<file path="config.mk">
export PLATFORM = sky130hd
export DESIGN_NAME = imem_loader
export DESIGN_NICKNAME = d
export VERILOG_FILES = /design/src/rtl/imem_loader.sv
export SDC_FILE = /design/constraint.sdc
export NUM_CORES = 1
export LEC_CHECK = 0
export ABC_AREA = 0
export CAP_MARGIN = 30
export CORE_MARGIN = 8
export CORE_UTILIZATION = 55
export CTS_CLUSTER_SIZE = 16
export DETAILED_ROUTE_END_ITERATION = 10
export PLACE_DENSITY = 0.86
export SYNTH_ARGS = -nofsm -noshare
export SYNTH_HDL_FRONTEND = slang
export SYNTH_SLANG_ARGS = --single-unit
</file>
<file path="constraint.sdc">
create_clock -name clock -period 3.5 [get_ports clock]
set_clock_uncertainty 0.15 [all_clocks]
set_input_delay 0.7 -clock clock [delete_from_list [all_inputs] [get_ports clock]]
set_output_delay 0.7 -clock clock [all_outputs]
set_load 0.1 [all_outputs]
</file>
<file path="src/rtl/imem_loader.sv">
// imem_loader: boot-time instruction memory writer.
// Consumes UART RX bytes: SYNC_BYTE, 16-bit word count (LE), then count
// little-endian 32-bit words, each written to BASE_ADDR + 4*k.
// Holds the core in reset (core_hold_n low) while loading or after an error.
// Optional feature macro: IMEM_LOADER_CHECKSUM_EN adds a trailing checksum
// byte; the byte sum of all data plus the checksum must be 0 mod 256.
module imem_loader #(
   parameter logic [31:0] BASE_ADDR = 32'h0000_0000,
   parameter int unsigned MAX_WORDS = 4096,
   parameter logic [7:0]  SYNC_BYTE = 8'h55
) (
   input  logic        clock,
   input  logic        reset_n,
   input  logic [7:0]  rx_data,
   input  logic        rx_valid,
   output logic        wr_en,
   output logic [31:0] wr_addr,
   output logic [31:0] wr_data,
   output logic        busy,
   output logic        done,
   output logic        error,
   output logic        core_hold_n
);

   typedef enum logic [2:0] {
      S_IDLE,
      S_LEN0,
      S_LEN1,
      S_DATA,
`ifdef IMEM_LOADER_CHECKSUM_EN
      S_CSUM,
`endif
      S_FIN
   } state_t;

   // State entered once the header/data part of a load is complete.
`ifdef IMEM_LOADER_CHECKSUM_EN
   localparam state_t END_ST = S_CSUM;
`else
   localparam state_t END_ST = S_FIN;
`endif

   state_t      state_q, state_d;
   logic [15:0] len_q, len_d;
   logic [15:0] cnt_q, cnt_d;
   logic [1:0]  lane_q, lane_d;
   logic [23:0] sh_q, sh_d;
   logic        wr_en_q, wr_en_d;
   logic [31:0] wr_addr_q, wr_addr_d;
   logic [31:0] wr_data_q, wr_data_d;
   logic        done_q, done_d;
   logic        error_q, error_d;
`ifdef IMEM_LOADER_CHECKSUM_EN
   logic [7:0]  sum_q, sum_d;
`endif

   // Full word count as it becomes known on the second header byte.
   logic [15:0] n_rx;
   assign n_rx = {rx_data, len_q[7:0]};

   // Next-state and datapath update for the load sequence.
   always_comb begin
      state_d   = state_q;
      len_d     = len_q;
      cnt_d     = cnt_q;
      lane_d    = lane_q;
      sh_d      = sh_q;
      wr_en_d   = 1'b0;
      wr_addr_d = wr_addr_q;
      wr_data_d = wr_data_q;
      done_d    = done_q;
      error_d   = error_q;
`ifdef IMEM_LOADER_CHECKSUM_EN
      sum_d     = sum_q;
`endif
      case (state_q)
         S_IDLE: begin
            if (rx_valid && (rx_data == SYNC_BYTE)) begin
               state_d = S_LEN0;
               done_d  = 1'b0;
               error_d = 1'b0;
               cnt_d   = 16'd0;
               lane_d  = 2'd0;
`ifdef IMEM_LOADER_CHECKSUM_EN
               sum_d   = 8'd0;
`endif
            end
         end
         S_LEN0: begin
            if (rx_valid) begin
               len_d   = {8'h00, rx_data};
               state_d = S_LEN1;
            end
         end
         S_LEN1: begin
            if (rx_valid) begin
               len_d = n_rx;
               if (n_rx == 16'd0) begin
                  state_d = END_ST;
               end else if (32'(n_rx) > MAX_WORDS) begin
                  error_d = 1'b1;
                  state_d = S_IDLE;
               end else begin
                  state_d = S_DATA;
               end
            end
         end
         S_DATA: begin
            if (rx_valid) begin
`ifdef IMEM_LOADER_CHECKSUM_EN
               sum_d = sum_q + rx_data;
`endif
               if (lane_q == 2'd3) begin
                  // Fourth byte completes the word: issue the write next cycle.
                  wr_en_d   = 1'b1;
                  wr_data_d = {rx_data, sh_q};
                  wr_addr_d = BASE_ADDR + {14'd0, cnt_q, 2'b00};
                  cnt_d     = cnt_q + 16'd1;
                  lane_d    = 2'd0;
                  if (cnt_q == (len_q - 16'd1)) begin
                     state_d = END_ST;
                  end
               end else begin
                  sh_d   = {rx_data, sh_q[23:8]};
                  lane_d = lane_q + 2'd1;
               end
            end
         end
`ifdef IMEM_LOADER_CHECKSUM_EN
         S_CSUM: begin
            if (rx_valid) begin
               if (8'(sum_q + rx_data) == 8'h00) begin
                  state_d = S_FIN;
               end else begin
                  error_d = 1'b1;
                  state_d = S_IDLE;
               end
            end
         end
`endif
         S_FIN: begin
            done_d  = 1'b1;
            state_d = S_IDLE;
         end
         default: begin
            state_d = S_IDLE;
         end
      endcase
   end

   // State and datapath registers; every output returns to its reset value
   // as soon as reset_n falls.
   always_ff @(posedge clock or negedge reset_n) begin
      if (!reset_n) begin
         state_q   <= S_IDLE;
         len_q     <= 16'd0;
         cnt_q     <= 16'd0;
         lane_q    <= 2'd0;
         sh_q      <= 24'd0;
         wr_en_q   <= 1'b0;
         wr_addr_q <= BASE_ADDR;
         wr_data_q <= 32'd0;
         done_q    <= 1'b0;
         error_q   <= 1'b0;
`ifdef IMEM_LOADER_CHECKSUM_EN
         sum_q     <= 8'd0;
`endif
      end else begin
         state_q   <= state_d;
         len_q     <= len_d;
         cnt_q     <= cnt_d;
         lane_q    <= lane_d;
         sh_q      <= sh_d;
         wr_en_q   <= wr_en_d;
         wr_addr_q <= wr_addr_d;
         wr_data_q <= wr_data_d;
         done_q    <= done_d;
         error_q   <= error_d;
`ifdef IMEM_LOADER_CHECKSUM_EN
         sum_q     <= sum_d;
`endif
      end
   end

   assign wr_en       = wr_en_q;
   assign wr_addr     = wr_addr_q;
   assign wr_data     = wr_data_q;
   assign busy        = (state_q != S_IDLE);
   assign done        = done_q;
   assign error       = error_q;
   assign core_hold_n = !busy && !error_q;

endmodule

</file>
==> qor.csv <==
stage,metric,value,unit
timing,fmax,0.351,GHz
synthesis,synth_edf_count,0,
setup_path,crit_slowest_cell,nor3b_1,
route,route.detailed.drc,0,
setup_path,r2r_start,len_q[0]$_DFFE_PN0P_,
route,drt_iter0_drc,207,
grt,grt_pass1_wl,19300,um
flow_run,timing.max_cap.violations,0,
setup_path,crit_cells,8,
cts,clockBufferDepth,2,
route,drt_pass1_iterations,4,
setup_path,worstReg2RegEnd,state_q[1]$_DFFE_PN0P_,
cts,cts-htree-levels,3,
grt,grt_max_degree,48,
setup_path,required,3.60,ns
grt,grt_pass1_vias,3807,
route,wirelength,11400,um
timing,timing.slew.headroom,59.1,%
timing,post-route-min-period,2.85,ns
final_layout,n_antenna_cell,0,
final_layout,drive_above_1_share,36.0,%
cts,post_cts_buffers,0,
cts,cts.repair.resized,0,
synthesis,synth-seq-cells,112,
route,post_drt_wl_per_cell,17.9,um
placement,place_area,6000,um^2
setup_path,critPathLaunch,len_q[0]$_DFFE_PN0P_,
synthesis,synth-main-ff-cell,dfrtp_1,
cts,cts_made_buffers,9,
setup_path,slowest_delay,0.52,ns
final_layout,final_nets,516,
timing,rsz0062_at_grt,no,
synthesis,async_reset_ff_share,100,%
timing,min_period_over_period,81.4,%
setup_path,path_buf_inv,1,
setup_path,r2r_cells,8,
route,drtAntennaViolNets,0,
die,fp.dieArea,13200,um^2
grt,grtUsageTotal,18.4,%
final_layout,final_area,6200,um^2
cts,path_clk_slew,0.11,ns
die,core_area,9640,um^2
setup_path,crit_type,flop to flop,
die,row_count,36,
setup_path,critPathCaptureType,flop,
placement,placed_cells,623,
placement,numPortBuffers,63,
setup_path,critical-path-top-delay-family,simple AND/OR/NAND/NOR gates,
synthesis,syn_area_per_cell,12.3,um^2
die,start_util,55.6,%
min_path,hold_class,primary input to async pin,
cts,ctsHoldBuffers,0,
setup_path,crit_chain,inv_1 -> ha_1 -> nor3b_1 -> a21oi_1 -> a211oi_1 -> o211ai_1 -> nor4_1 -> a41oi_1,
synthesis,ys_seq_area_share,52.3,%
synthesis,synth_cell_type_count,61,
synthesis,syn_area,5360,um^2
grt,antenna_found_initial,0,
final_layout,area_growth,15.6,%
timing,worst_pin_slew,0.608,ns
cts,cts_tree,done,
timing,hold_viol,0,
setup_path,cp-start-kind,flop,
setup_path,cp-endpoint,state_q[1]$_DFFE_PN0P_,
run_status,status,"finished, final reports clean",
die,die_w,115,um
cts,clockRootBuffer,clkbuf_8,
die,io_pins,80,
timing,slew_viol_final,0,
grt,grt-ovfl-total,0,
die,fp.dieH,115,um
setup_path,arrival,2.95,ns
setup_path,crit_fanout,5,
timing,setup_viol,0,
placement,gp_congestion,0.864,
synthesis,syn_inst,436,
cts,cts_sinks,112,
placement,dpl.hpwl,8320,um
final_layout,final_cells,639,
route,via_per_inst,5.58,
synthesis,yosysWarnings,0,
cts,insertion_delay,0.39,ns
route,via_count,3566,
timing,setup_tns,0,ns
timing,whs,0.143,ns
setup_path,r2r_slack,0.65,ns
## synth_stat cells, types with 4 or more instances
master / n / area share, %
a21oi_1: 10 / 0.93
a22o_1: 10 / 1.6
buf_1: 5 / 0.35
buf_2: 5 / 0.47
buf_4: 17 / 2.4
clkbuf_1: 9 / 0.63
dfrtp_1: 112 / 52
ha_1: 4 / 0.93
inv_1: 9 / 0.63
mux2_2: 79 / 17
nand2_1: 14 / 0.98
nand2b_1: 6 / 0.70
nand3_1: 9 / 0.84
nand4_1: 4 / 0.47
nor2_1: 25 / 1.7
nor3_1: 5 / 0.47
nor3b_1: 4 / 0.56
o2111a_1: 4 / 0.84
o21ai_0: 10 / 0.93
or3_1: 7 / 0.82
xnor2_1: 21 / 3.4
xor2_1: 7 / 1.1
## per-stage QoR
step	utilization, %	worst slack (ns)
2_1_floorplan	-	0.378
3_3_place_gp	62.0	0.360
3_5_place_dp	62.3	0.345
4_1_cts	64.3	0.656
5_1_grt	64.3	0.518
6_report	64.3	0.651
## logic make-up (layout without fill, tap and decap cells)
logic type,after synthesis,in the layout,share of synthesized area [%]
compound gates,61,61,8.56
fa+ha+maj,4,4,0.933
other cells,1,16,0.0699
simple gates,101,101,11.7
flops,112,112,52.3
mux,81,81,17.0
xor+xnor,28,28,4.57
buf+inv,48,103,4.97
## state kept, by name, summed over array words and instances (netlist names)
| name | count |
|---|---|
| len_q | 16 |
| cnt_q | 16 |
| done | 1 |
| sh_q | 24 |
| error | 1 |
| wr_en | 1 |
| wr_data | 32 |
| lane_q | 2 |
| state_q | 3 |
| wr_addr | 16 |
## cells in the final DEF (no fill, tap or decap), types with 3 or more instances in the layout
cell / count
conb_1: 16
a21oi_1: 10
ha_1: 4
nor4_4: 3
nand2_1: 14
nand2b_1: 6
clkbuf_8: 9
nand3b_1: 3
nand4_1: 4
nand3_1: 9
inv_1: 9
nor4_2: 3
or3_1: 7
xnor2_1: 21
or4_1: 3
nor3b_1: 4
clkdlybuf4s50_1: 9
a211oi_1: 3
dfrtp_1: 112
xor2_1: 7
mux2_2: 79
buf_4: 67
inv_8: 3
o2111a_1: 4
o21ai_0: 10
nor3_1: 5
nor2_1: 23
a22o_1: 10
## metal layers
metal	GRT usage, %	wire (um)	part of all wire (%)
met5	0	0	0
met3	4.62	726	6.3
met1	23.1	4880	43
met4	6.83	200	1.7
met2	30.1	5630	49
## final cells by class
type	count	area (um^2)
fill	732	3440
sequential	112	2800
multi-input combinational	291	2360
timing repair buffer	78	641
tap	133	166
clock buffer	9	124
clock inverter	7	76.3
inverter	9	33.8
## how the worst min path moves through the flow
stage / startpoint / end / slack, ns / cells past startpoint
5_1_grt: reset_n / state_q[0]$_DFFE_PN0P_ / 0.17 / 1
2_1_floorplan: reset_n / cnt_q[0]$_DFFE_PN0P_ / 0.25 / 0
3_3_place_gp: lane_q[0]$_DFFE_PN0P_ / lane_q[0]$_DFFE_PN0P_ / 0.33 / 1
6_report: reset_n / state_q[0]$_DFFE_PN0P_ / 0.14 / 1
3_5_place_dp: sh_q[5]$_DFFE_PN0P_ / sh_q[5]$_DFFE_PN0P_ / 0.34 / 1
4_1_cts: reset_n / len_q[0]$_DFFE_PN0P_ / 0.16 / 1
Power is not shown: default switching activity piles up to over one toggle a cycle in this logic, so the estimate is an artifact.
